**config.mk**
```make
export PLATFORM = sky130hd
export DESIGN_NAME = cl_axil_bram_ctrl
export DESIGN_NICKNAME = d
export VERILOG_FILES = /design/src/rtl/cl_axil_bram_ctrl.sv
export SDC_FILE = /design/constraint.sdc
export NUM_CORES = 1
export LEC_CHECK = 0
export CELL_PAD_IN_SITES_DETAIL_PLACEMENT = 0
export CELL_PAD_IN_SITES_GLOBAL_PLACEMENT = 1
export CORE_MARGIN = 2
export CORE_UTILIZATION = 26
export DETAILED_ROUTE_END_ITERATION = 6
export PLACE_DENSITY_LB_ADDON = 0.15
export SLEW_MARGIN = 15
export SYNTH_ARGS = -nofsm -noshare
export SYNTH_HDL_FRONTEND = slang
export SYNTH_SLANG_ARGS = --single-unit
```
**constraint.sdc**
```tcl
create_clock -name clk -period 3.05 [get_ports clk]
set_clock_uncertainty 0.2 [all_clocks]
set_input_delay 0.305 -clock clk [delete_from_list [all_inputs] [get_ports clk]]
set_output_delay 0.305 -clock clk [all_outputs]
set_load 0.005 [all_outputs]
```
**src/rtl/cl_axil_bram_ctrl.sv**
```systemverilog
// AXI4-Lite slave that maps register accesses onto a 2**BRAM_ADDR_WIDTH x DATA_WIDTH dual-port BRAM.
// Port A carries writes; port B carries reads and the pre-read of partial-strobe writes.
module cl_axil_bram_ctrl #(
  parameter int AXI_ADDR_WIDTH  = 32,
  parameter int BRAM_ADDR_WIDTH = 8,
  parameter int DATA_WIDTH      = 32
) (
  input  logic                       clk,
  input  logic                       rst,
  input  logic [AXI_ADDR_WIDTH-1:0]  s_axil_awaddr,
  input  logic                       s_axil_awvalid,
  output logic                       s_axil_awready,
  input  logic [DATA_WIDTH-1:0]      s_axil_wdata,
  input  logic [DATA_WIDTH/8-1:0]    s_axil_wstrb,
  input  logic                       s_axil_wvalid,
  output logic                       s_axil_wready,
  output logic [1:0]                 s_axil_bresp,
  output logic                       s_axil_bvalid,
  input  logic                       s_axil_bready,
  input  logic [AXI_ADDR_WIDTH-1:0]  s_axil_araddr,
  input  logic                       s_axil_arvalid,
  output logic                       s_axil_arready,
  output logic [DATA_WIDTH-1:0]      s_axil_rdata,
  output logic [1:0]                 s_axil_rresp,
  output logic                       s_axil_rvalid,
  input  logic                       s_axil_rready,
  output logic                       bram_write_en_a,
  output logic                       bram_en_a,
  output logic [BRAM_ADDR_WIDTH-1:0] bram_addr_a,
  output logic [DATA_WIDTH-1:0]      bram_write_data_a,
  output logic                       bram_write_en_b,
  output logic                       bram_en_b,
  output logic [BRAM_ADDR_WIDTH-1:0] bram_addr_b,
  output logic [DATA_WIDTH-1:0]      bram_write_data_b,
  input  logic [DATA_WIDTH-1:0]      bram_read_data_b
);

  localparam int STRB_WIDTH = DATA_WIDTH / 8;
  localparam logic [1:0] RESP_OKAY   = 2'b00;
  localparam logic [1:0] RESP_SLVERR = 2'b10;

  typedef enum logic [2:0] {W_IDLE, W_RMW_RD, W_RMW_WAIT, W_WRITE, W_RESP} w_state_t;
  typedef enum logic [1:0] {R_IDLE, R_REQ, R_WAIT, R_RESP} r_state_t;

  w_state_t                   w_state_q, w_state_d;
  logic                       awready_q, awready_d;
  logic                       wready_q, wready_d;
  logic                       bvalid_q, bvalid_d;
  logic [1:0]                 bresp_q, bresp_d;
  logic [BRAM_ADDR_WIDTH-1:0] aw_idx_q, aw_idx_d;
  logic                       aw_oor_q, aw_oor_d;
  logic [DATA_WIDTH-1:0]      wdata_q, wdata_d;
  logic [STRB_WIDTH-1:0]      wstrb_q, wstrb_d;

  r_state_t                   r_state_q, r_state_d;
  logic                       arready_q, arready_d;
  logic                       rvalid_q, rvalid_d;
  logic [1:0]                 rresp_q, rresp_d;
  logic [DATA_WIDTH-1:0]      rdata_q, rdata_d;
  logic [BRAM_ADDR_WIDTH-1:0] ar_idx_q, ar_idx_d;

  logic                       last_grant_w_q, last_grant_w_d;

  logic                       aw_hs, w_hs, ar_hs;
  logic [BRAM_ADDR_WIDTH-1:0] aw_in_idx, ar_in_idx;
  logic                       aw_in_oor, ar_in_oor;
  logic                       req_r, req_w, grant_r, grant_w;
  logic                       unused_addr_bits;

  // Byte offset bits are dropped; anything above the word index is out of range.
  assign aw_in_idx = s_axil_awaddr[BRAM_ADDR_WIDTH+1:2];
  assign ar_in_idx = s_axil_araddr[BRAM_ADDR_WIDTH+1:2];
  assign aw_in_oor = |s_axil_awaddr[AXI_ADDR_WIDTH-1:BRAM_ADDR_WIDTH+2];
  assign ar_in_oor = |s_axil_araddr[AXI_ADDR_WIDTH-1:BRAM_ADDR_WIDTH+2];
  assign unused_addr_bits = ^{s_axil_awaddr[1:0], s_axil_araddr[1:0]};

  assign aw_hs = s_axil_awvalid && awready_q;
  assign w_hs  = s_axil_wvalid && wready_q;
  assign ar_hs = s_axil_arvalid && arready_q;

  // Round-robin port B arbiter: on a tie the side not served last wins.
  always_comb begin
    req_r          = (r_state_q == R_REQ);
    req_w          = (w_state_q == W_RMW_RD);
    grant_r        = req_r && (!req_w || last_grant_w_q);
    grant_w        = req_w && !grant_r;
    last_grant_w_d = last_grant_w_q;
    if (grant_w) begin
      last_grant_w_d = 1'b1;
    end else if (grant_r) begin
      last_grant_w_d = 1'b0;
    end
  end

  always_comb begin
    w_state_d = w_state_q;
    awready_d = awready_q;
    wready_d  = wready_q;
    bvalid_d  = bvalid_q;
    bresp_d   = bresp_q;
    aw_idx_d  = aw_idx_q;
    aw_oor_d  = aw_oor_q;
    wdata_d   = wdata_q;
    wstrb_d   = wstrb_q;
    unique case (w_state_q)
      W_IDLE: begin
        if (aw_hs) begin
          aw_idx_d  = aw_in_idx;
          aw_oor_d  = aw_in_oor;
          awready_d = 1'b0;
        end
        if (w_hs) begin
          wdata_d  = s_axil_wdata;
          wstrb_d  = s_axil_wstrb;
          wready_d = 1'b0;
        end
        if ((aw_hs || !awready_q) && (w_hs || !wready_q)) begin
          if (aw_oor_d) begin
            w_state_d = W_RESP;
            bvalid_d  = 1'b1;
            bresp_d   = RESP_SLVERR;
          end else if (wstrb_d == '0) begin
            w_state_d = W_RESP;
            bvalid_d  = 1'b1;
            bresp_d   = RESP_OKAY;
          end else if (&wstrb_d) begin
            w_state_d = W_WRITE;
          end else begin
            w_state_d = W_RMW_RD;
          end
        end
      end
      W_RMW_RD: begin
        if (grant_w) begin
          w_state_d = W_RMW_WAIT;
        end
      end
      W_RMW_WAIT: begin
        for (int i = 0; i < STRB_WIDTH; i++) begin
          if (!wstrb_q[i]) begin
            wdata_d[8*i +: 8] = bram_read_data_b[8*i +: 8];
          end
        end
        w_state_d = W_WRITE;
      end
      W_WRITE: begin
        w_state_d = W_RESP;
        bvalid_d  = 1'b1;
        bresp_d   = RESP_OKAY;
      end
      W_RESP: begin
        if (s_axil_bready) begin
          w_state_d = W_IDLE;
          bvalid_d  = 1'b0;
          awready_d = 1'b1;
          wready_d  = 1'b1;
        end
      end
      default: w_state_d = W_IDLE;
    endcase
  end

  always_comb begin
    r_state_d = r_state_q;
    arready_d = arready_q;
    rvalid_d  = rvalid_q;
    rresp_d   = rresp_q;
    rdata_d   = rdata_q;
    ar_idx_d  = ar_idx_q;
    unique case (r_state_q)
      R_IDLE: begin
        if (ar_hs) begin
          arready_d = 1'b0;
          ar_idx_d  = ar_in_idx;
          if (ar_in_oor) begin
            r_state_d = R_RESP;
            rvalid_d  = 1'b1;
            rresp_d   = RESP_SLVERR;
            rdata_d   = '0;
          end else begin
            r_state_d = R_REQ;
          end
        end
      end
      R_REQ: begin
        if (grant_r) begin
          r_state_d = R_WAIT;
        end
      end
      R_WAIT: begin
        r_state_d = R_RESP;
        rvalid_d  = 1'b1;
        rresp_d   = RESP_OKAY;
        rdata_d   = bram_read_data_b;
      end
      R_RESP: begin
        if (s_axil_rready) begin
          r_state_d = R_IDLE;
          rvalid_d  = 1'b0;
          arready_d = 1'b1;
        end
      end
      default: r_state_d = R_IDLE;
    endcase
  end

  always_ff @(posedge clk or posedge rst) begin
    if (rst) begin
      w_state_q      <= W_IDLE;
      awready_q      <= 1'b1;
      wready_q       <= 1'b1;
      bvalid_q       <= 1'b0;
      bresp_q        <= RESP_OKAY;
      aw_idx_q       <= '0;
      aw_oor_q       <= 1'b0;
      wdata_q        <= '0;
      wstrb_q        <= '0;
      r_state_q      <= R_IDLE;
      arready_q      <= 1'b1;
      rvalid_q       <= 1'b0;
      rresp_q        <= RESP_OKAY;
      rdata_q        <= '0;
      ar_idx_q       <= '0;
      last_grant_w_q <= 1'b1;
    end else begin
      w_state_q      <= w_state_d;
      awready_q      <= awready_d;
      wready_q       <= wready_d;
      bvalid_q       <= bvalid_d;
      bresp_q        <= bresp_d;
      aw_idx_q       <= aw_idx_d;
      aw_oor_q       <= aw_oor_d;
      wdata_q        <= wdata_d;
      wstrb_q        <= wstrb_d;
      r_state_q      <= r_state_d;
      arready_q      <= arready_d;
      rvalid_q       <= rvalid_d;
      rresp_q        <= rresp_d;
      rdata_q        <= rdata_d;
      ar_idx_q       <= ar_idx_d;
      last_grant_w_q <= last_grant_w_d;
    end
  end

  assign s_axil_awready    = awready_q;
  assign s_axil_wready     = wready_q;
  assign s_axil_bvalid     = bvalid_q;
  assign s_axil_bresp      = bresp_q;
  assign s_axil_arready    = arready_q;
  assign s_axil_rvalid     = rvalid_q;
  assign s_axil_rresp      = rresp_q;
  assign s_axil_rdata      = rdata_q;

  assign bram_en_a         = (w_state_q == W_WRITE);
  assign bram_write_en_a   = (w_state_q == W_WRITE);
  assign bram_addr_a       = aw_idx_q;
  assign bram_write_data_a = wdata_q;

  // Port B is driven in the grant cycle so read data lands one cycle later.
  assign bram_en_b         = grant_r || grant_w;
  assign bram_addr_b       = grant_r ? ar_idx_q : (grant_w ? aw_idx_q : '0);
  assign bram_write_en_b   = 1'b0;
  assign bram_write_data_b = '0;

endmodule

```
==> metrics <==
outcome completed; commonest non-fill, non-tap cell in the layout clkdlybuf4s50_1; Hold Vio Cnt, Final 0; GRT Overall Usage 0.1522; Post-CTS Setup Inserts 0; Synth cell types 45; Clk pin slew, worst setup/hold paths 0.08 ns; Post-synth top flop dfrtp_1; Slew headroom 0.5118; DRC Markers 0; Detail Route Antenna Nets 0; pwr/cell area 842.3 nW/um^2; Pins Over Slew Limit 0; worst path bufs/invs 3; # clock sinks 98; Worst Path Required 2.54 ns; die area 20400 um^2; core area 18830 um^2; estimated wirelength of the detail-placed design 11520 um; final worst setup slack 0.3358 ns; Mapped Cells 529; Worst Setup End Kind primary output; NumNets Final 893; fmax 0.3684 GHz; 1st-iter DRT viols 115; I/O pins 264; vias in the first global route 4644; Syn Area/Cell 9.473 um^2; CTS max path bufs 2; CP most frequent cell inv_1; Rows 50; CP cell instances inv_1, ha_1, inv_1, nor2_2, a22o_1, clkdlybuf4s50_1; Root Buffer clkbuf_16; DRT Wirelength 15620 um; crit share post-route 0.8899; Initial Utilization 0.2661; fraction of registers with async set or reset after synthesis 1.000; post-place setup slack 0.4958 ns; final instance area 7770 um^2; mapped cell area 5011 um^2; drt pass-1 iters 4; Max-Cap Viols 0; Ys Warns 0; Routed wire per std cell 15.39 um; slowest CP cell clkdlybuf4s50_1; die height 142.8 um; Crit Path Max Fanout 8; share of cells above drive strength 1 0.08874; Die X 142.8 um; first-pass GRT wire length 24070 um; top cells by area, synth dfrtp_1 (47%), nand2_1 (7.9%), mux2i_1 (6.8%); via count 4453; gr ovfl total 0; dpl cell area 7462 um^2; largest net degree at the start of global routing 99; Setup TNS 0 ns; CTS buffer count 9; global placement routability congestion 0.7513; flop and latch count out of synthesis 98; slowest stage delay, CP 0.50 ns; number of port buffers 224; CTS tree built; cell taking the most area after synthesis dfrtp_1; post-synth top area share 0.4694; Setup crit start r_state_q[1]; HP Class input port to asynchronous set/reset pin; critical path arrival 2.21 ns; routed vias/inst 4.387; H-tree Lvls 3; Post-synth EDFFs 0; Final Setup Violations 0; CP top delay family buffers and inverters; antenna violations before repair 0; Worst Setup Start Kind register; reg2reg start w_state_q[0]; RSZ-0062 raised after global routing false; P_leak 3.209 nW; antenna diode count 0; commonest cells after routing, fill and taps aside clkdlybuf4s50_1 (224), nand2_1 (106), dfrtp_1 (94); Final min period 2.714 ns; Worst-Skew Late Latency 0.35 ns; Area Overhead vs Synth 55.06%; proportion of synthesized chip area in sequential cells 0.4904; Max VDD drop 0.0003329 V; Slew @ Worst Pin 0.7322 ns; Setup Crit Path Kind register to primary output
-- routing by layer --
layer	share of wire	up-vias	track usage	wire length [um]
met5	0	-	0	0
met4	0.012	0	0.04690	182
met3	0.094	11	0.05869	1470
met2	0.48	165	0.2649	7472
met1	0.42	2123	0.1725	6493
li1	-	2154	-	-
-- Yosys cell counts, types with 3 or more instances --
library cell	instances
a22o_1	8
a31oi_1	33
nand2_1	106
mux2_2	22
a21oi_1	13
nor2b_1	4
mux2i_1	34
nand4_1	5
ha_1	4
buf_2	12
buf_4	36
dfrtp_1	94
clkbuf_1	10
nor3_1	5
o21ai_0	3
o22ai_2	4
inv_1	45
o211ai_1	3
nor2_1	43
dfstp_2	4
nor4_1	10
-- kinds of logic (layout without fill, tap and decap cells) --
group / after synthesis / after routing / synth area share
compound gates: 78 / 78 / 0.1119
fa+ha+maj: 4 / 4 / 0.009988
buf+inv: 104 / 296 / 0.1079
flops: 98 / 98 / 0.4904
mux: 56 / 56 / 0.1174
other cells: 1 / 35 / 0.0007483
simple gates: 188 / 188 / 0.1618
-- path summary, 6_finish.rpt --
path                                              end  slack [ns]  cells past startpoint
worst min-delay path                 s_axil_rdata[22]        0.25                      3
max in group asynchronous       bram_write_data_a[16]        1.97                      3
worst max register to register   bram_write_data_a[2]        0.63                      4
worst max-delay path                   bram_addr_b[7]        0.34                      6
min in group clk                             aw_oor_q        0.30                      1
worst min register to register               aw_oor_q        0.30                      1
-- what timing repair did --
action / 4_1_cts / 5_1_grt
hold buffers: 0 / 0
resized for setup: 0 / 1
endpoints found under the setup margin: 0 / 5
-- stage by stage --
stage | total power [mW] | util | instances | hold slack [ns]
2_1_floorplan | 3.730 | - | 563 | 0.2421
3_3_place_gp | 5.359 | 0.3963 | 999 | 0.2807
3_5_place_dp | 5.423 | 0.3963 | 999 | 0.2856
4_1_cts | 6.662 | 0.4125 | 1015 | 0.2830
5_1_grt | 7.030 | 0.4126 | 1015 | 0.3132
6_report | 6.545 | 0.4126 | 1015 | 0.2478
-- worst reg2reg max path, cell delays in order (launching register included) --
cell,delay [ns]
dfrtp_1,0.49
or3b_2,0.77
o22ai_2,0.63
nor2_1,0.09
a31oi_1,0.17
-- flip-flops by register name, summed over array words and instances (netlist names) --
register / count
s_axil_awready: 1
s_axil_rresp: 1
last_grant_w_q: 1
s_axil_bvalid: 1
s_axil_rdata: 32
r_state_q: 2
wstrb_q: 4
s_axil_arready: 1
w_state_q: 3
bram_write_data_a: 32
s_axil_wready: 1
bram_addr_a: 8
ar_idx_q: 8
s_axil_bresp: 1
s_axil_rvalid: 1
aw_oor_q: 1
-- area by class of cell --
class                           count  area, um^2
Fill cell                        1858       11060
Sequential cell                    98        2457
Timing Repair Buffer              235        2350
Multi-Input combinational cell    361        2160
Tap cell                          260       325.3
Clock buffer                       11       242.7
Inverter                           45       172.7
Clock inverter                      5       62.56
-- power by group --
group	internal [mW]	total [mW]	switching [mW]
logic	1.77	3.04	1.27
clock network	0.664	1.19	0.523
registers	1.91	2.31	0.401
(Power assumes the default switching activity.)
